## src/rtl/dmem_dma_arbiter.sv

```systemverilog
// Shares the single-port dmem BRAM between the CPU data port and a word-copy DMA engine.
// The CPU wins every conflict until the DMA has been denied STARVE_LIMIT times in a row.
module dmem_dma_arbiter #(
  parameter int ADDR_WIDTH   = 14,
  parameter int STARVE_LIMIT = 8
) (
  input  logic                  clk,
  input  logic                  rst,
  input  logic                  cpu_req,
  input  logic [ADDR_WIDTH-1:0] cpu_addr,
  input  logic [3:0]            cpu_wr_mask,
  input  logic [31:0]           cpu_din,
  output logic                  cpu_stall,
  output logic [31:0]           cpu_dout,
  output logic [ADDR_WIDTH-1:0] mem_addr,
  output logic [31:0]           mem_din,
  output logic [3:0]            mem_we,
  input  logic [31:0]           mem_dout,
  input  logic                  cfg_wren,
  input  logic [1:0]            cfg_sel,
  input  logic [31:0]           cfg_wdata,
  output logic                  dma_busy,
  output logic                  dma_done
);

  localparam int CNT_W = $clog2(STARVE_LIMIT + 1);
  localparam logic [CNT_W-1:0] LIMIT = CNT_W'(STARVE_LIMIT);
  localparam logic [ADDR_WIDTH:0] LEN_ONE = {{ADDR_WIDTH{1'b0}}, 1'b1};

  typedef enum logic [1:0] {S_IDLE, S_RD, S_CAP, S_WR} state_t;

  state_t                state, state_nxt;
  logic [ADDR_WIDTH-1:0] src_reg, dst_reg;
  logic [ADDR_WIDTH:0]   len_reg;
  logic [ADDR_WIDTH-1:0] wsrc, wdst;
  logic [ADDR_WIDTH:0]   wrem;
  logic [31:0]           buf_p1;
  logic [CNT_W-1:0]      starve_cnt;

  logic cfg_ctrl, start, start_go, start_empty, clr_done;
  logic dma_req, forced, cpu_gnt, dma_gnt, wr_gnt, wr_last;
  logic cfg_unused;

  // Word addresses wrap naturally at the port width.
  function automatic logic [ADDR_WIDTH-1:0] addr_inc(input logic [ADDR_WIDTH-1:0] a);
    return a + 1'b1;
  endfunction

  assign cfg_unused  = ^cfg_wdata[31:ADDR_WIDTH+1];

  assign cfg_ctrl    = cfg_wren && (cfg_sel == 2'd3);
  assign start       = cfg_ctrl && cfg_wdata[0] && (state == S_IDLE);
  assign start_go    = start && (len_reg != '0);
  assign start_empty = start && (len_reg == '0);
  assign clr_done    = cfg_ctrl && cfg_wdata[1];

  assign dma_req   = (state == S_RD) || (state == S_WR);
  assign forced    = (starve_cnt == LIMIT);
  assign cpu_gnt   = cpu_req && !forced;
  assign dma_gnt   = dma_req && (!cpu_req || forced);
  assign cpu_stall = cpu_req && forced;
  assign wr_gnt    = (state == S_WR) && dma_gnt;
  assign wr_last   = wr_gnt && (wrem == LEN_ONE);

  assign dma_busy  = (state != S_IDLE);
  assign cpu_dout  = mem_dout;

  // FSM state register
  always_ff @(posedge clk) begin
    if (rst) state <= S_IDLE;
    else     state <= state_nxt;
  end

  // FSM next state
  always_comb begin
    state_nxt = state;
    case (state)
      S_IDLE:  if (start_go) state_nxt = S_RD;
      S_RD:    if (dma_gnt) state_nxt = S_CAP;
      S_CAP:   state_nxt = S_WR;
      S_WR:    if (dma_gnt) state_nxt = (wrem == LEN_ONE) ? S_IDLE : S_RD;
      default: state_nxt = S_IDLE;
    endcase
  end

  // FSM outputs: BRAM port mux
  always_comb begin
    mem_addr = cpu_addr;
    mem_din  = cpu_din;
    mem_we   = 4'h0;
    if (dma_gnt) begin
      mem_addr = (state == S_RD) ? wsrc : wdst;
      mem_din  = buf_p1;
      mem_we   = (state == S_WR) ? 4'hF : 4'h0;
    end else if (cpu_gnt) begin
      mem_we   = cpu_wr_mask;
    end
  end

  // Control state: software registers, starvation counter, done flag
  always_ff @(posedge clk) begin
    if (rst) begin
      src_reg    <= '0;
      dst_reg    <= '0;
      len_reg    <= '0;
      starve_cnt <= '0;
      dma_done   <= 1'b0;
    end else begin
      if (cfg_wren && (state == S_IDLE)) begin
        case (cfg_sel)
          2'd0:    src_reg <= cfg_wdata[ADDR_WIDTH-1:0];
          2'd1:    dst_reg <= cfg_wdata[ADDR_WIDTH-1:0];
          2'd2:    len_reg <= cfg_wdata[ADDR_WIDTH:0];
          default: ;
        endcase
      end
      if (dma_req && !dma_gnt) starve_cnt <= starve_cnt + 1'b1;
      else                     starve_cnt <= '0;
      if (start_empty || wr_last)  dma_done <= 1'b1;
      else if (clr_done || start_go) dma_done <= 1'b0;
    end
  end

  // Datapath: working copies and the captured read word
  always_ff @(posedge clk) begin
    if (start_go) begin
      wsrc <= src_reg;
      wdst <= dst_reg;
      wrem <= len_reg;
    end else if (wr_gnt) begin
      wsrc <= addr_inc(wsrc);
      wdst <= addr_inc(wdst);
      wrem <= wrem - 1'b1;
    end
    if (state == S_CAP) buf_p1 <= mem_dout;
  end

endmodule
```

## config.mk

```make
export PLATFORM = sky130hd
export DESIGN_NAME = dmem_dma_arbiter
export DESIGN_NICKNAME = d
export VERILOG_FILES = /design/src/rtl/dmem_dma_arbiter.sv
export SDC_FILE = /design/constraint.sdc
export NUM_CORES = 1
export LEC_CHECK = 0
export CAP_MARGIN = 20
export CORE_ASPECT_RATIO = 0.7
export CORE_MARGIN = 2
export CORE_UTILIZATION = 42
export CTS_CLUSTER_SIZE = 40
export DETAILED_ROUTE_END_ITERATION = 7
export GPL_TIMING_DRIVEN = 0
export HOLD_SLACK_MARGIN = 0.02
export PLACE_DENSITY = 0.81
export SLEW_MARGIN = 15
export SYNTH_ARGS = -nofsm -noshare
export SYNTH_HDL_FRONTEND = slang
export SYNTH_SLANG_ARGS = --single-unit
```

## constraint.sdc

```tcl
create_clock -name clk -period 2.83 [get_ports clk]
set_clock_uncertainty 0.1 [all_clocks]
set_input_delay 0.4245 -clock clk [delete_from_list [all_inputs] [get_ports clk]]
set_output_delay 0.4245 -clock clk [all_outputs]
set_load 0.02 [all_outputs]
```

-- Word level (Yosys, flattened, before mapping)
Index checks and enable logic that the tools add are counted.
- register bits after elaboration: 125
- input port bits: 120
- output and inout port bits: 85
- logic and storage cells: 77
- add/subtract/negate cells: 4
- eq/ne operators: 11
- mux-type cells: 19
- bitwise operators: 1
- reduce and logical (&&, ||, !) cells: 32
- operators by type and width (cell ; count):
    $mux W14 ; 6
    $mux W32 ; 1
    $mux W15 ; 2
    $add A14 B1 Y14 const B ; 2
    $eq A15 B1 Y1 const B ; 1
    $logic_not A15 Y1 ; 1
    $reduce_bool A15 Y1 ; 1
    $sub A15 B1 Y15 const B ; 1
    $logic_and A1 B1 Y1 ; 13
    $mux W4 ; 3
    $eq A2 B2 Y1 const B ; 4
    $pmux W2 S4 ; 1
    $mux W2 ; 3
    $ne A2 B2 Y1 const B ; 3
    $reduce_and A2 Y1 ; 3
    $reduce_bool A2 Y1 ; 3
    $add A4 B1 Y4 const B ; 1
    $eq A2 B1 Y1 const B ; 2
    $eq A4 B4 Y1 const B ; 1
    $logic_not A2 Y1 ; 2
    $logic_or A1 B1 Y1 ; 4
    $logic_not A1 Y1 ; 3
    $mux W1 ; 3
    $reduce_and A3 Y1 ; 1
    other kinds (2) ; 2

-- Longest topological paths before layout
Gate-level depths: netlist of the first run.
- depth after elaboration: 8
- gate-level depth with buffers: 8
- depth with buffers taken out: 7

-- Least setup slack after synthesis of the first run
Ideal clock, no wire load.
- path kind: reg2reg
- start: register state[0]
- end: register wdst[0] (enable)
- library setup time: 552 ps
- arrival: 2100 ps
- required time: 2178 ps
- slack: 78 ps
- stages on the path, launching flop included: 8
- buffers on the path: 2
- clock period less this slack: 2752 ps
- cells stage by stage: dfxtp_1 inv_1 ha_1 and3_2 nand2_1 buf_2 buf_2 nand2_1
- cells in the longest elaborated chain, start to end: 5
- elaborated cells on any way between the ends: 9
- those cells by class: eq/ne: 2; reduce/logical: 7
- ends and longest elaborated chain (element ; RTL line ; text):
    start, declared ; 32 ; state_t state, state_nxt;
    start signal, assigned ; 71 ; else state <= state_nxt;
    $eq A2 B1 Y1 or $eq A2 B2 Y1 (tied branches) ; 57, 62 ;
    $logic_or A1 B1 Y1 ; 57 ; assign dma_req = (state == S_RD) || (state == S_WR);
    $logic_and A1 B1 Y1 ; 60 ; assign dma_gnt = dma_req && (!cpu_req || forced);
    $logic_and A1 B1 Y1 ; 62 ; assign wr_gnt = (state == S_WR) && dma_gnt;
    $reduce_bool A2 Y1 (no source line) (*) ; - ;
    end signal, assigned ; 128 ; wdst <= dst_reg;
    end signal, assigned ; 132 ; wdst <= addr_inc(wdst);
    end, declared ; 35 ; logic [ADDR_WIDTH-1:0] wsrc, wdst;
Every way passes the cells marked *; elsewhere a longest branch is shown, timed or not.
A chain may end at the register's enable or synchronous reset.

-- Final worst setup path of the first run
- start: register starve_cnt[0]
- end: output mem_din[24]
- cells in the longest elaborated chain, start to end: 4
- ends and longest elaborated chain (element ; RTL line ; text):
    start, declared ; 38 ; logic [CNT_W-1:0] starve_cnt;
    start signal, assigned ; 117 ; if (dma_req && !dma_gnt) starve_cnt <= starve_cnt + 1'b1;
    $eq A4 B4 Y1 ; 58 ; assign forced = (starve_cnt == LIMIT);
    $logic_or A1 B1 Y1 ; 60 ;
    $logic_and A1 B1 Y1 ; 60 ;
    $mux W32 ; 91 ; if (dma_gnt) begin
    end, declared ; 16 ; output logic [31:0] mem_din,
Every way passes these cells.

==> results of run 1 <==
-- area by class of cell --
type,count,area share (%)
buffer,62,4.52
clock buffer,18,5.02
clock inverter,14,1.45
inverter,9,0.376
multi-input combinational,437,29.3
sequential,125,36.3
tap,195,2.72
timing repair buffer,196,20.4
-- where the power goes --
part	switching [µW]	leakage, µW	internal (µW)
sequential	54.1	0.00108	2030
combinational	641	0.00199	582
clock	877	0.000284	1270
-- cell families after synthesis --
kind of cell | count (synthesis) | synth area share (%)
AOI/OAI and AO/OA | 108 | 9.00
xor gates and xnor gates | 38 | 5.32
adders and majority gates | 11 | 2.20
buffers and inverters | 71 | 6.64
DFF | 125 | 52.0
muxes | 48 | 8.36
and+or+nand+nor | 232 | 16.5
-- metrics by stage --
step,setup TNS (ns),setup slack [ns],utilization [%],hold slack [ns]
finish,0,0.0855,61.4,0.355
global route,0,0.000259,61.4,0.373
CTS,-0.0634,-0.0634,61.3,0.355
detailed placement,-10.03,-0.230,57.5,0.347
global placement,-52.01,-1.16,57.2,0.343
floorplan,0,0.0779,-,0.330
-- worst max path at each step --
stage	end	slack (ns)	cells after the start
after detailed placement	wsrc[10]$_DFFE_PP_	-0.23	8
final	mem_din[24]	0.09	8
after global routing	wsrc[8]$_DFFE_PP_	0.0003	7
after global placement	wsrc[10]$_DFFE_PP_	-1.16	7
after floorplan	wdst[0]$_DFFE_PP_	0.08	7
after CTS	mem_addr[4]	-0.06	10
-- cells in the final DEF, fill, tap and decap left out, types with 21 or more instances in the layout --
master,n
buf_2,31
nand2_1,106
xor2_1,21
buf_4,38
edfxtp_1,75
dfxtp_1,49
mux2_2,34
clkdlybuf4s50_1,140
a21oi_1,100
nor2_1,68
-- layer usage --
| metal | share of wire (%) | vias up |
|---|---|---|
| met2 | 47 | 212 |
| met3 | 8.5 | 20 |
| met5 | 0 | - |
| met1 | 44 | 2652 |
| li1 | - | 2617 |
| met4 | 1.2 | 0 |
-- worst max-delay path, stage by stage (launching register included) --
cell,delay [ns]
dfxtp_1,0.33
inv_1,0.06
ha_2,0.19
nand3b_4,0.10
a21oi_4,0.18
buf_12,0.14
buf_6,0.12
mux2_2,0.33
clkdlybuf4s15_1,0.33
-- what timing repair did --
item / 4_1_cts / 5_1_grt
gates resized for setup: 132 / 15
setup buffers: 2 / 5
endpoints found under the setup margin: 46 / 74
hold buffers: 0 / 0
pin swaps: 1 / 1
gates cloned: 1 / 0
==> impl_metrics.tcl, run 1 <==
set metrics [dict create \
    synth_top_cell_by_area "edfxtp_1" \
    dp_cells 1016 \
    regArea_um2 3250 \
    clkSinkCount 125 \
    vias_per_cell 5.21 \
    relSlewSlack_pct 52.9 \
    drt_wl_total_um 17500 \
    synth.most_common_cell "nand2_1" \
    grt-ovfl-total 0 \
    avgSynthCellArea_um2 9.88 \
    postLayoutCellArea_um2 8980 \
    whs_path_depth 2 \
    synth_area_leaders "edfxtp_1 (36%), dfxtp_1 (16%), a21oi_1 (8.0%), nand2_1 (6.4%), mux2_2 (6.1%)" \
    power.density_nw_per_um2 608 \
    htree_levels 4 \
    cp_max_fo 7 \
    crit_path_start "starve_cnt[0]$_SDFF_PP0_" \
    min_path_type "reg2reg" \
    vias 5501 \
    fin_crit_ns 2.74 \
    die_area_um2 15900 \
    synthArstFlopShare_pct 0 \
    criticalPathCategory "reg2out" \
    maxCapViolCount 0 \
    cts_buffers 17 \
    drc 0 \
    die_w_um 150 \
    max_slew.worst_pin.slew_ns 0.705 \
    gr-max-usage-layer "met2" \
    crit_required_ns 2.31 \
    end_kind "output port" \
    synth-edff-count 75 \
    grt_max_degree 29 \
    initial_utilization_pct 42.8 \
    antenna_found_initial 0 \
    reg2reg_to "wsrc[8]$_DFFE_PP_" \
    coreArea_um2 14600 \
    irDropWorstVdd_v 0.000386 \
    ys_ff_latch 125 \
    ant_nets 0 \
    leakagePower_uw 0.00336 \
    clk_pin_slew_ns 0.06 \
    gp_congestion 0.854 \
    cts.path.max_buffers 2 \
    portBuffers 186 \
    synth_area_um2 6260 \
    min-delay-start "dst_reg[10]$_SDFFE_PP0P_" \
    cp_data_arrival_time_ns 2.22 \
    use_met3_pct 7.12 \
    period_share_pct 97.0 \
    synth_cell_types 41 \
    clock-root-buffer "clkbuf_16" \
    grt_pass1_vias 5466 \
    syn2layout_area_growth_pct 43.5 \
    clk_latency_ns 0.42 \
    fmax_ghz 0.364 \
    drive_above_1_share_pct 19.9 \
    wl_per_cell_um 16.6 \
    r2r_slack_ns 0.12 \
    cts_tree "done" \
    setup_viol 0 \
    rsz0062_at_grt "no" \
    antennaDiodeCount 0 \
    finalHoldViolCount 0 \
    fin_cells 1056 \
    synth_common_cells "nand2_1 (107), a21oi_1 (100), edfxtp_1 (75)" \
    grt_pass1_wl_um 27200 \
    grt_usage_pct 22.1 \
    dp_hpwl_um 12900 \
    start_kind "flop" \
    largest_reg_flops 32 \
    met1_usage_pct 29.3 \
    synthCells 633 \
    multi_input_area_um2 2630 \
    first_iter_violations 357 \
    die_y_um 106 \
    top_level_ports 205 \
    reg2reg_depth 7 \
    holdPathEnd "dst_reg[10]$_SDFFE_PP0P_" \
    use_met2_pct 34.7 \
    final_nets 979 \
    slew_viol_final 0 \
    dr.pass1.iters 5 \
    synth_ff_type "edfxtp_1" \
    reg2reg_from "len_reg[6]$_SDFFE_PP0P_" \
    fillers 1245 \
    placementRows 37 \
    dpl_cell_area_um2 8410 \
    syn-num-nets 764 \
    synth_top_cell_area_share_pct 36.0 \
    ys_warn_count 0 \
    finalPower_uw 5450 \
    synth-seq-area-share_pct 52.0 \
    status "finished clean" \
]
Note: power is estimated with default switching activity, not from simulation.
==> run 2, diff against run 1 <==
--- a/config.mk
+++ b/config.mk
@@ -5,7 +5,6 @@
 export SDC_FILE = /design/constraint.sdc
 export NUM_CORES = 1
 export LEC_CHECK = 0
-export CAP_MARGIN = 20
 export CORE_ASPECT_RATIO = 0.7
 export CORE_MARGIN = 2
 export CORE_UTILIZATION = 42
@@ -14,6 +13,8 @@
 export GPL_TIMING_DRIVEN = 0
 export HOLD_SLACK_MARGIN = 0.02
 export PLACE_DENSITY = 0.81
+export SETUP_SLACK_MARGIN = 0.5
+export SKIP_CTS_REPAIR_TIMING = 1
 export SLEW_MARGIN = 15
 export SYNTH_ARGS = -nofsm -noshare
 export SYNTH_HDL_FRONTEND = slang
==> run 2 against run 1 <==
Effect of this change:
- first-iteration DRC count increased by 30%
- global-route usage decreased by 0.21 points
- via count increased by 0.33%
- sequential power about the same
- combinational power increased by 16%
- non-clock buffer count increased by 7
- worst setup slack improved by 0.092 ns
- count of clock-buffer cells in the layout unchanged
- sequential cell count unchanged
- cell area increased by 5.6%
- maximum frequency increased by 3.5%
- sequential share of layout area decreased by 1.8 points
- critical path type unchanged
- critical endpoint is now mem_din[11]
==> impl_metrics.tcl, run 2 (same netlist as run 1, synthesis figures left out) <==
set metrics [dict create \
    cp_top_family "buffers and inverters" \
    final_nets 987 \
    initial_utilization_pct 42.8 \
    finalPower_uw 5810 \
    cts_buffers 17 \
    cts_tree "done" \
    grt_pass1_vias 5238 \
    vias 5519 \
    clkSinkCount 125 \
    die_y_um 106 \
    gp_congestion 0.835 \
    period_share_pct 93.7 \
    final_util_pct 64.8 \
    grt_max_degree 44 \
    fillers 1193 \
    slowest_delay_ns 0.37 \
    die_area_um2 15900 \
    rsz0062_at_grt "yes" \
    status "finished clean" \
    max_slew.worst_pin.slew_ns 0.603 \
    cp_data_arrival_time_ns 2.13 \
    clk_latency_ns 0.42 \
    coreArea_um2 14600 \
    cp_slowest_cell "dfxtp_4" \
    fin_crit_ns 2.65 \
    grt-ovfl-total 0 \
    irDropWorstVdd_v 0.000423 \
    crit_path_cell_trace "inv_4 > ha_4 > buf_6 > nor2_4 > a21oi_4 > buf_12 > buf_8 > clkbuf_16 > mux2_4 > buf_6" \
    dp_hpwl_um 12800 \
    finalHoldViolCount 0 \
    portBuffers 186 \
    placementRows 37 \
    fmax_ghz 0.377 \
    criticalPathCategory "reg2out" \
    die_w_um 150 \
    crit_required_ns 2.31 \
    wl_per_cell_um 17.1 \
    cts.path.max_buffers 2 \
    drive_above_1_share_pct 23.7 \
    vias_per_cell 5.19 \
    mostFrequentLayoutCells "clkdlybuf4s50_1 (134), nand2_1 (104), a21oi_1 (94)" \
    relSlewSlack_pct 59.5 \
    path_buf_inv 6 \
    antennaDiodeCount 0 \
    clk_pin_slew_ns 0.06 \
    drc 0 \
    end_kind "output port" \
    htree_levels 4 \
    leakagePower_uw 0.00371 \
    cpMostUsedCell "buf_6" \
    top_level_ports 205 \
    antenna_found_initial 0 \
    final_common_cell "clkdlybuf4s50_1" \
    dr.pass1.iters 5 \
    ant_nets 0 \
    grt_pass1_wl_um 26800 \
    cp_max_fo 6 \
    power.density_nw_per_um2 613 \
    syn2layout_area_growth_pct 51.5 \
    first_iter_violations 465 \
    setup_viol 0 \
    maxCapViolCount 0 \
    clock-root-buffer "clkbuf_16" \
    drt_wl_total_um 18200 \
    slew_viol_final 0 \
    grt_usage_pct 21.9 \
    start_kind "flop" \
    min_path_type "reg2reg" \
    largest_reg_flops 32 \
]
run 2: cell count changes in the layout (fill, tap and decap cells not counted), sizes merged:
cell	previous run	this run
dlymetal6s2s	0	16
clkbuf	38	40
inv	16	15
clkinvlp	2	1
bufinv	1	3
nand2	107	108
clkdlybuf4s50	140	134
dlygate4sd2	13	0
buf	80	93
clkdlybuf4s15	5	0
run 2: cell type report:
class / instances / area, µm² / share of cell area [%]
flip-flops and latches: 125 / 3260 / 34.4
multi-input cells: 438 / 2810 / 29.6
repair buffers: 203 / 2070 / 21.8
plain buffers: 62 / 440 / 4.65
clock buffers: 18 / 439 / 4.63
well taps: 195 / 244 / 2.57
clock inverters: 14 / 180 / 1.90
inverters: 9 / 36.3 / 0.383
run 2: path summary, 6_finish.rpt:
kind | slack, ns | cells past startpoint | start | end
worst min register to register | 0.35 | 2 | src_reg[13]$_SDFFE_PP0P_ | src_reg[13]$_SDFFE_PP0P_
worst max register to register | 0.64 | 6 | len_reg[6]$_SDFFE_PP0P_ | wrem[1]$_DFFE_PP_
worst max-delay path | 0.18 | 10 | state[1]$_SDFFE_PP0P_ | mem_din[11]
worst min-delay path | 0.35 | 2 | src_reg[13]$_SDFFE_PP0P_ | src_reg[13]$_SDFFE_PP0P_
run 2: per-layer routing:
metal | track usage (%) | up-vias | share of wire (%)
met5 | 0 | - | 0
met4 | 5.32 | 0 | 0.86
met3 | 6.39 | 18 | 8.3
met2 | 33.1 | 222 | 46
met1 | 31.0 | 2656 | 45
li1 | - | 2623 | -
run 2: worst min-delay path, delay by kind of cell, from the launching register on:
kind,cells,cell delay [ns]
flip-flops,1,0.31
AND/OR/NAND/NOR,1,0.05
AO/OA/AOI/OAI,1,0.05
run 2: metrics by stage:
step / hold WS (ns) / area, µm² / instances / setup WS, ns / setup TNS (ns)
2_1_floorplan: 0.330 / 6260 / 633 / 0.508 / 0
3_3_place_gp: 0.343 / 8360 / 1014 / -0.510 / -24.42
3_5_place_dp: 0.347 / 8390 / 1015 / -0.559 / -28.24
4_1_cts: 0.355 / 9010 / 1047 / -0.615 / -38.92
5_1_grt: 0.370 / 9480 / 1064 / 0.113 / 0
6_report: 0.354 / 9480 / 1064 / 0.178 / 0
run 2: report_power, final:
part	total [µW]	switching [µW]	internal, µW
registers	2090	59.3	2030
logic	1420	700	721
clock network	2300	876	1430
